`src/rtl/grf_wb_queue_pkg.sv`:
```
// Shared widths and the issue-source encoding for the GRF writeback front end.
// An aux queue entry holds {valid, addr, data, pc}.
package grf_wb_queue_pkg;
  localparam int GRF_ADDR_W = 5;
  localparam int GRF_DATA_W = 32;
  localparam int WBQ_DEPTH  = 4;
  localparam int PC_W       = 32;

  typedef enum logic [1:0] {
    SRC_NONE = 2'd0,
    SRC_PIPE = 2'd1,
    SRC_AUX  = 2'd2
  } wbq_src_e;
endpackage

```
`src/rtl/grf_wb_queue_if.sv`:
```
// Bus bundle between the writeback sources, the GRF write port and the hazard unit.
// The slave modport is the queue block; the master modport is whoever drives it.
interface grf_wb_queue_if
  import grf_wb_queue_pkg::*;
#(
  parameter int DEPTH  = WBQ_DEPTH,
  parameter int ADDR_W = GRF_ADDR_W,
  parameter int DATA_W = GRF_DATA_W
);
  localparam int CNT_W = $clog2(DEPTH) + 1;

  logic              pipe_we;
  logic [ADDR_W-1:0] pipe_addr;
  logic [DATA_W-1:0] pipe_data;
  logic [PC_W-1:0]   pipe_pc;
  logic              aux_valid;
  logic              aux_ready;
  logic [ADDR_W-1:0] aux_addr;
  logic [DATA_W-1:0] aux_data;
  logic [PC_W-1:0]   aux_pc;
  logic              grf_we;
  logic [ADDR_W-1:0] grf_addr;
  logic [DATA_W-1:0] grf_data;
  logic [PC_W-1:0]   grf_pc;
  logic [ADDR_W-1:0] hz_addr1;
  logic [ADDR_W-1:0] hz_addr2;
  logic              hz_pending1;
  logic              hz_pending2;
  logic [CNT_W-1:0]  q_count;

  modport master (
    output pipe_we, pipe_addr, pipe_data, pipe_pc,
    output aux_valid, aux_addr, aux_data, aux_pc,
    output hz_addr1, hz_addr2,
    input  aux_ready, grf_we, grf_addr, grf_data, grf_pc,
    input  hz_pending1, hz_pending2, q_count
  );

  modport slave (
    input  pipe_we, pipe_addr, pipe_data, pipe_pc,
    input  aux_valid, aux_addr, aux_data, aux_pc,
    input  hz_addr1, hz_addr2,
    output aux_ready, grf_we, grf_addr, grf_data, grf_pc,
    output hz_pending1, hz_pending2, q_count
  );
endinterface

```
`src/rtl/grf_wb_queue_fifo.sv`:
```
// In-order circular store for aux writebacks with squash-by-address and two
// associative hazard lookups over the valid entries.
module grf_wb_queue_fifo
  import grf_wb_queue_pkg::*;
#(
  parameter int DEPTH  = WBQ_DEPTH,
  parameter int ADDR_W = GRF_ADDR_W,
  parameter int DATA_W = GRF_DATA_W
) (
  input  logic                         clk,
  input  logic                         reset,
  input  logic                         i_push,
  input  logic                         i_push_squash,
  input  logic [ADDR_W-1:0]            i_push_addr,
  input  logic [DATA_W-1:0]            i_push_data,
  input  logic [PC_W-1:0]              i_push_pc,
  input  logic                         i_pop,
  input  logic                         i_squash_en,
  input  logic [ADDR_W-1:0]            i_squash_addr,
  input  logic [ADDR_W-1:0]            i_hz_addr1,
  input  logic [ADDR_W-1:0]            i_hz_addr2,
  output logic                         o_head_valid,
  output logic [ADDR_W-1:0]            o_head_addr,
  output logic [DATA_W-1:0]            o_head_data,
  output logic [PC_W-1:0]              o_head_pc,
  output logic [$clog2(DEPTH):0]       o_count,
  output logic                         o_ready,
  output logic                         o_empty,
  output logic                         o_hz_pending1,
  output logic                         o_hz_pending2
);
  localparam int PTR_W = $clog2(DEPTH);
  localparam int CNT_W = PTR_W + 1;

  logic [DEPTH-1:0]  r_valid;
  logic [ADDR_W-1:0] r_addr [DEPTH];
  logic [DATA_W-1:0] r_data [DEPTH];
  logic [PC_W-1:0]   r_pc   [DEPTH];
  logic [PTR_W-1:0]  r_wptr;
  logic [PTR_W-1:0]  r_rptr;
  logic [CNT_W-1:0]  r_count;

  // Valid bits double as occupancy for the hazard lookups, so a pop clears its slot.
  always_ff @(posedge clk or negedge reset) begin
    if (!reset) begin
      r_valid <= '0;
      r_wptr  <= '0;
      r_rptr  <= '0;
      r_count <= '0;
    end else begin
      for (int i = 0; i < DEPTH; i++) begin
        if (i_squash_en && (r_addr[i] == i_squash_addr)) r_valid[i] <= 1'b0;
      end
      if (i_pop) begin
        r_valid[r_rptr] <= 1'b0;
        r_rptr          <= r_rptr + PTR_W'(1);
      end
      if (i_push) begin
        r_valid[r_wptr] <= ~i_push_squash;
        r_wptr          <= r_wptr + PTR_W'(1);
      end
      case ({i_push, i_pop})
        2'b10:   r_count <= r_count + CNT_W'(1);
        2'b01:   r_count <= r_count - CNT_W'(1);
        default: r_count <= r_count;
      endcase
    end
  end

  always_ff @(posedge clk) begin
    if (i_push) begin
      r_addr[r_wptr] <= i_push_addr;
      r_data[r_wptr] <= i_push_data;
      r_pc[r_wptr]   <= i_push_pc;
    end
  end

  always_comb begin
    o_hz_pending1 = 1'b0;
    o_hz_pending2 = 1'b0;
    for (int i = 0; i < DEPTH; i++) begin
      if (r_valid[i] && (r_addr[i] == i_hz_addr1)) o_hz_pending1 = 1'b1;
      if (r_valid[i] && (r_addr[i] == i_hz_addr2)) o_hz_pending2 = 1'b1;
    end
    if (i_hz_addr1 == '0) o_hz_pending1 = 1'b0;
    if (i_hz_addr2 == '0) o_hz_pending2 = 1'b0;
  end

  assign o_head_valid = r_valid[r_rptr];
  assign o_head_addr  = r_addr[r_rptr];
  assign o_head_data  = r_data[r_rptr];
  assign o_head_pc    = r_pc[r_rptr];
  assign o_count      = r_count;
  assign o_ready      = (r_count < CNT_W'(DEPTH));
  assign o_empty      = (r_count == '0);
endmodule

```
`src/rtl/grf_wb_queue.sv`:
```
// Merges the W-stage write and the buffered aux writes onto the single GRF
// write port through one output register; the pipeline write always wins.
module grf_wb_queue
  import grf_wb_queue_pkg::*;
#(
  parameter int DEPTH  = WBQ_DEPTH,
  parameter int ADDR_W = GRF_ADDR_W,
  parameter int DATA_W = GRF_DATA_W
) (
  input logic           clk,
  input logic           reset,
  grf_wb_queue_if.slave bus
);
  logic                  w_pipe_issue;
  logic                  w_push;
  logic                  w_push_squash;
  logic                  w_pop;
  logic                  w_head_valid;
  logic [ADDR_W-1:0]     w_head_addr;
  logic [DATA_W-1:0]     w_head_data;
  logic [PC_W-1:0]       w_head_pc;
  logic [$clog2(DEPTH):0] w_count;
  logic                  w_ready;
  logic                  w_empty;
  wbq_src_e              w_src;

  logic                  r_grf_we;
  logic [ADDR_W-1:0]     r_grf_addr;
  logic [DATA_W-1:0]     r_grf_data;
  logic [PC_W-1:0]       r_grf_pc;

  assign w_pipe_issue = bus.pipe_we && (bus.pipe_addr != '0);
  assign w_pop        = !w_pipe_issue && !w_empty;
  assign w_push       = bus.aux_valid && w_ready;
  // The pipeline write is younger than a same-cycle aux, so that aux is dead on arrival.
  assign w_push_squash = (bus.aux_addr == '0) ||
                         (w_pipe_issue && (bus.aux_addr == bus.pipe_addr));

  grf_wb_queue_fifo #(
    .DEPTH (DEPTH),
    .ADDR_W(ADDR_W),
    .DATA_W(DATA_W)
  ) u_fifo (
    .clk          (clk),
    .reset        (reset),
    .i_push       (w_push),
    .i_push_squash(w_push_squash),
    .i_push_addr  (bus.aux_addr),
    .i_push_data  (bus.aux_data),
    .i_push_pc    (bus.aux_pc),
    .i_pop        (w_pop),
    .i_squash_en  (w_pipe_issue),
    .i_squash_addr(bus.pipe_addr),
    .i_hz_addr1   (bus.hz_addr1),
    .i_hz_addr2   (bus.hz_addr2),
    .o_head_valid (w_head_valid),
    .o_head_addr  (w_head_addr),
    .o_head_data  (w_head_data),
    .o_head_pc    (w_head_pc),
    .o_count      (w_count),
    .o_ready      (w_ready),
    .o_empty      (w_empty),
    .o_hz_pending1(bus.hz_pending1),
    .o_hz_pending2(bus.hz_pending2)
  );

  always_comb begin
    w_src = SRC_NONE;
    if (w_pipe_issue) w_src = SRC_PIPE;
    else if (w_pop && w_head_valid && (w_head_addr != '0)) w_src = SRC_AUX;
  end

  // A squashed head is still popped; its slot just leaves grf_we low.
  always_ff @(posedge clk or negedge reset) begin
    if (!reset) begin
      r_grf_we   <= 1'b0;
      r_grf_addr <= '0;
      r_grf_data <= '0;
      r_grf_pc   <= '0;
    end else begin
      case (w_src)
        SRC_PIPE: begin
          r_grf_we   <= 1'b1;
          r_grf_addr <= bus.pipe_addr;
          r_grf_data <= bus.pipe_data;
          r_grf_pc   <= bus.pipe_pc;
        end
        SRC_AUX: begin
          r_grf_we   <= 1'b1;
          r_grf_addr <= w_head_addr;
          r_grf_data <= w_head_data;
          r_grf_pc   <= w_head_pc;
        end
        default: r_grf_we <= 1'b0;
      endcase
    end
  end

  assign bus.grf_we    = r_grf_we;
  assign bus.grf_addr  = r_grf_addr;
  assign bus.grf_data  = r_grf_data;
  assign bus.grf_pc    = r_grf_pc;
  assign bus.aux_ready = w_ready;
  assign bus.q_count   = w_count;
endmodule
```
`src/flat_wrapper.sv`:
```
// flat-port wrapper written by rule: the top's interface ports become plain ports
module grf_wb_queue_flat import grf_wb_queue_pkg::*;
#(
  parameter int DEPTH  = WBQ_DEPTH,
  parameter int ADDR_W = GRF_ADDR_W,
  parameter int DATA_W = GRF_DATA_W
)
  (clk, reset, bus_pipe_we, bus_pipe_addr, bus_pipe_data, bus_pipe_pc, bus_aux_valid, bus_aux_addr, bus_aux_data, bus_aux_pc, bus_hz_addr1, bus_hz_addr2, bus_aux_ready, bus_grf_we, bus_grf_addr, bus_grf_data, bus_grf_pc, bus_hz_pending1, bus_hz_pending2, bus_q_count);
  grf_wb_queue_if #(.DEPTH(DEPTH), .ADDR_W(ADDR_W), .DATA_W(DATA_W)) bus_i ();
  input logic clk;
  input logic reset;
  input wire logic [$bits(bus_i.pipe_we)-1:0] bus_pipe_we;
  input wire logic [$bits(bus_i.pipe_addr)-1:0] bus_pipe_addr;
  input wire logic [$bits(bus_i.pipe_data)-1:0] bus_pipe_data;
  input wire logic [$bits(bus_i.pipe_pc)-1:0] bus_pipe_pc;
  input wire logic [$bits(bus_i.aux_valid)-1:0] bus_aux_valid;
  input wire logic [$bits(bus_i.aux_addr)-1:0] bus_aux_addr;
  input wire logic [$bits(bus_i.aux_data)-1:0] bus_aux_data;
  input wire logic [$bits(bus_i.aux_pc)-1:0] bus_aux_pc;
  input wire logic [$bits(bus_i.hz_addr1)-1:0] bus_hz_addr1;
  input wire logic [$bits(bus_i.hz_addr2)-1:0] bus_hz_addr2;
  output wire logic [$bits(bus_i.aux_ready)-1:0] bus_aux_ready;
  output wire logic [$bits(bus_i.grf_we)-1:0] bus_grf_we;
  output wire logic [$bits(bus_i.grf_addr)-1:0] bus_grf_addr;
  output wire logic [$bits(bus_i.grf_data)-1:0] bus_grf_data;
  output wire logic [$bits(bus_i.grf_pc)-1:0] bus_grf_pc;
  output wire logic [$bits(bus_i.hz_pending1)-1:0] bus_hz_pending1;
  output wire logic [$bits(bus_i.hz_pending2)-1:0] bus_hz_pending2;
  output wire logic [$bits(bus_i.q_count)-1:0] bus_q_count;
  assign bus_i.pipe_we = bus_pipe_we;
  assign bus_i.pipe_addr = bus_pipe_addr;
  assign bus_i.pipe_data = bus_pipe_data;
  assign bus_i.pipe_pc = bus_pipe_pc;
  assign bus_i.aux_valid = bus_aux_valid;
  assign bus_i.aux_addr = bus_aux_addr;
  assign bus_i.aux_data = bus_aux_data;
  assign bus_i.aux_pc = bus_aux_pc;
  assign bus_i.hz_addr1 = bus_hz_addr1;
  assign bus_i.hz_addr2 = bus_hz_addr2;
  assign bus_aux_ready = bus_i.aux_ready;
  assign bus_grf_we = bus_i.grf_we;
  assign bus_grf_addr = bus_i.grf_addr;
  assign bus_grf_data = bus_i.grf_data;
  assign bus_grf_pc = bus_i.grf_pc;
  assign bus_hz_pending1 = bus_i.hz_pending1;
  assign bus_hz_pending2 = bus_i.hz_pending2;
  assign bus_q_count = bus_i.q_count;
  grf_wb_queue #(.DEPTH(DEPTH), .ADDR_W(ADDR_W), .DATA_W(DATA_W)) u_core (.clk(clk), .reset(reset), .bus(bus_i));
endmodule
```
`config.mk`:
```
export PLATFORM = sky130hd
export DESIGN_NAME = grf_wb_queue_flat
export DESIGN_NICKNAME = d
export VERILOG_FILES = /design/src/rtl/grf_wb_queue_pkg.sv /design/src/rtl/grf_wb_queue_if.sv /design/src/rtl/grf_wb_queue_fifo.sv /design/src/rtl/grf_wb_queue.sv /design/src/flat_wrapper.sv
export SDC_FILE = /design/constraint.sdc
export NUM_CORES = 1
export LEC_CHECK = 0
export ABC_AREA = 1
export CORE_MARGIN = 4
export CORE_UTILIZATION = 50
export DETAILED_ROUTE_END_ITERATION = 7
export GPL_ROUTABILITY_DRIVEN = 0
export GPL_TIMING_DRIVEN = 0
export PLACE_DENSITY = 0.74
export SLEW_MARGIN = 0
export SYNTH_ARGS = -nofsm -noshare
export SYNTH_HDL_FRONTEND = slang
export SYNTH_SLANG_ARGS = --single-unit
```
`constraint.sdc`:
```
create_clock -name clk -period 4.4 [get_ports clk]
set_input_delay 0.66 -clock clk [delete_from_list [all_inputs] [get_ports clk]]
set_output_delay 0.66 -clock clk [all_outputs]
set_load 0.05 [all_outputs]
```
==> results.json <==
{
  "status": "finished, final reports clean",
  "path_max_fanout": 6,
  "numCtsBuffers": 38,
  "drc_errors": 0,
  "fmax_ghz": 0.2919,
  "wire_per_inst_um": 20.34,
  "cts_buffer_depth": 3,
  "start_util_pct": 50.99,
  "die_y_um": 185.3,
  "synth_edf_count": 276,
  "gr-usage-met1_pct": 33.28,
  "clock_sinks": 357,
  "ys_types": 28,
  "synth_nets": 1634,
  "ctsHoldBuffers": 0,
  "fin_crit_sh_pct": 77.86,
  "ys_seq_area_share_pct": 65.62,
  "area.growth.synth_to_final_pct": 26.13,
  "preCtsSetupSlack_ps": 982.5,
  "hp-class": "in -> async",
  "synth_seq_cells": 357,
  "post-cts-setup-buffers": 0,
  "port_buffers": 218,
  "final_layout_size_suffix_gt1_share_pct": 6.293,
  "yosys_warnings": 0,
  "syn_avg_cell_area_um2": 10.68,
  "grt.overflow.total": 0,
  "htree_num_levels": 2,
  "antenna_found_initial": 6,
  "cts_root_buf": "clkbuf_16",
  "ys.flop_type": "edfxtp_1",
  "cts_tree": "yes",
  "slew_violations": 0,
  "yosysTopAreaCellShare_pct": 52.72,
  "fp.dieW_um": 185.3,
  "global_route.usage.met2_pct": 40.82,
  "dr.pass1.iters": 5,
  "final_nets": 1897,
  "peakVddDrop_mv": 0.3651,
  "r2r_start": "u_core.u_fifo.r_rptr[0]",
  "dpl.hpwl_um": 29190,
  "final_antenna_net_count": 0,
  "slew_headroom_pct": 57.46,
  "leakage_nw": 7.775,
  "ios": 228,
  "vias_per_cell": 5.602,
  "yosys-top-cells-area": "edfxtp_1 53%, dfrtp_1 13%, nand2_1 8.4%, nand3_1 5.2%, o21ai_0 4.6%",
  "max_slew.worst_pin.slew_ps": 638.1,
  "critPathArrivalTime_ps": 2770,
  "die_area_um2": 34340,
  "finalCriticalPeriod_ps": 3426,
  "finalSetupViolCount": 0,
  "cp-start-kind": "input pin",
  "grt.busiest_layer": "met2",
  "worst_slack_ps": 974.2,
  "finish.utilization_pct": 64.31,
  "yosys.area.top_type": "edfxtp_1",
  "grt_pass1_wl_um": 66320,
  "grt_max_degree": 57,
  "synth_commonest_cells": "350 x nand2_1, 276 x edfxtp_1, 162 x nand3_1, 160 x nor2_1, 143 x o21ai_0",
  "track_usage_pct": 24.96,
  "core.rowCount": 64,
  "hold_violations": 0,
  "syn_inst": 1472,
  "wl_um": 44050,
  "final.setup_skew_ps": 24.92,
  "coreArea_um2": 30830,
  "use_met3_pct": 4.674,
  "clock_latency_ps": 530,
  "drt_iter0_markers": 1062,
  "rr_endpoint": "u_core.bus.grf_data[31]",
  "pwr_density_cell_nw_per_um2": 706.1,
  "syn_area_um2": 15720,
  "grt_pass1_vias": 11870,
  "yosys.cell_count.top_type": "nand2_1",
  "ctsResizeCount": 0,
  "vias": 12140,
  "clk_pin_slew_ps": 60,
  "rr_worst_depth": 12,
  "worstSetupEndpointType": "output pin",
  "crit_required_ps": 3740,
  "ys_async_sr_fraction_pct": 22.69,
  "r2r_slack_ps": 1830,
  "drv_cap": 0,
  "rsz0062_at_grt": "no",
  "critical_path_class": "in -> out"
}
## area by class of cell
| cell class | instances | area [µm²] |
|---|---|---|
| Tap cell | 396 | 495.5 |
| Fill cell | 2382 | 11000 |
| Clock inverter | 18 | 168.9 |
| Multi-Input combinational cell | 973 | 4750 |
| Antenna cell | 6 | 15.01 |
| Buffer | 97 | 484.2 |
| Sequential cell | 357 | 10310 |
| Timing Repair Buffer | 223 | 2317 |
| Clock buffer | 51 | 1101 |
| Inverter | 45 | 181.4 |
## how the worst max path moves through the flow
stage                             startpoint                    endpoint  slack [ps]  cells past startpoint
finish                       bus_hz_addr2[4]             bus_hz_pending2         970                     10
global route                 bus_hz_addr1[2]             bus_hz_pending1         810                     10
CTS                          bus_hz_addr2[4]             bus_hz_pending2         970                     10
detailed placement           bus_hz_addr2[4]             bus_hz_pending2         980                     10
global placement                       reset       u_core.bus.grf_pc[13]        -640                      1
floorplan           u_core.u_fifo.o_count[2]  u_core.u_fifo.r_addr[0][0]        1190                      5
## worst max-delay path, stage by stage
cell             delay (ps)
clkdlybuf4s50_1         530
inv_1                   130
nand2_1                  70
o21ai_0                  80
a21oi_1                 160
nand4_1                 130
nand2_1                  80
nor2_1                   40
nor2_1                   90
clkdlybuf4s50_1         810
## state kept, by name, indices dropped and copies added, names as in the netlist
| signal | cells |
|---|---|
| u_core.bus.grf_pc | 32 |
| u_core.bus.grf_data | 32 |
| u_core.u_fifo.r_wptr | 2 |
| u_core.u_fifo.r_valid | 4 |
| u_core.u_fifo.r_pc | 128 |
| u_core.u_fifo.r_rptr | 2 |
| u_core.u_fifo.o_count | 3 |
| u_core.u_fifo.r_addr | 20 |
| u_core.u_fifo.r_data | 128 |
| u_core.bus.grf_addr | 5 |
| u_core.bus.grf_we | 1 |
## placed cells by master, fill, tap and decap left out, types with 2 or more instances in the layout
| master | synthesis | layout |
|---|---|---|
| a21oi_1 | 12 | 12 |
| buf_1 | 11 | 11 |
| buf_16 | 0 | 5 |
| buf_2 | 18 | 18 |
| buf_4 | 10 | 11 |
| buf_6 | 8 | 8 |
| bufinv_16 | 0 | 3 |
| clkbuf_1 | 50 | 54 |
| clkbuf_16 | 0 | 39 |
| clkbuf_8 | 0 | 8 |
| clkdlybuf4s50_1 | 0 | 217 |
| clkinv_1 | 0 | 7 |
| clkinv_2 | 0 | 4 |
| clkinvlp_4 | 0 | 2 |
| dfrtp_1 | 81 | 81 |
| diode_2 | 0 | 6 |
| edfxtp_1 | 276 | 276 |
| ha_1 | 9 | 9 |
| inv_1 | 42 | 38 |
| inv_2 | 2 | 2 |
| inv_4 | 1 | 5 |
| nand2_1 | 350 | 350 |
| nand2_2 | 2 | 2 |
| nand3_1 | 162 | 162 |
| nand4_1 | 12 | 12 |
| nor2_1 | 160 | 160 |
| nor3_1 | 5 | 5 |
| o21ai_0 | 143 | 143 |
| o22a_1 | 64 | 64 |
| o22ai_1 | 12 | 12 |
| xnor2_1 | 17 | 17 |
| xor2_1 | 20 | 20 |
## cell families after synthesis
logic type	count (synthesis)	synth area share, %
and+or+nand+nor	693	18.23
DFF	357	65.62
AOI/OAI and AO/OA	233	9.082
buffers and inverters	142	4.171
xor gates and xnor gates	37	2.061
adders and majority gates	10	0.8437
## power by group
| part | internal, mW | total (mW) | switching [mW] |
|---|---|---|---|
| registers | 4.40 | 4.76 | 0.367 |
| logic | 1.96 | 6.02 | 4.06 |
| clock network | 1.93 | 3.22 | 1.29 |
| total | 8.29 | 14.0 | 5.71 |
## stage by stage
step	hold slack, ps	power, mW	instances	TNS, ps	instance area, µm²
4_1_cts	138.6	14.02	2160	0	19810
6_report	130.8	14.00	2166	0	19830
5_1_grt	172.6	14.72	2164	0	19820
3_3_place_gp	489.5	10.69	2086	-57110	18400
2_1_floorplan	364.4	8.674	1472	0	15720
3_5_place_dp	496.1	10.80	2091	0	18540
## layer usage
metal	wire length (µm)	vias to the layer above
met3	3302	117
met5	25	-
met1	17770	5832
met4	1592	4
li1	-	5657
met2	21360	525
No activity file was read; power rests on OpenSTA's default activity.
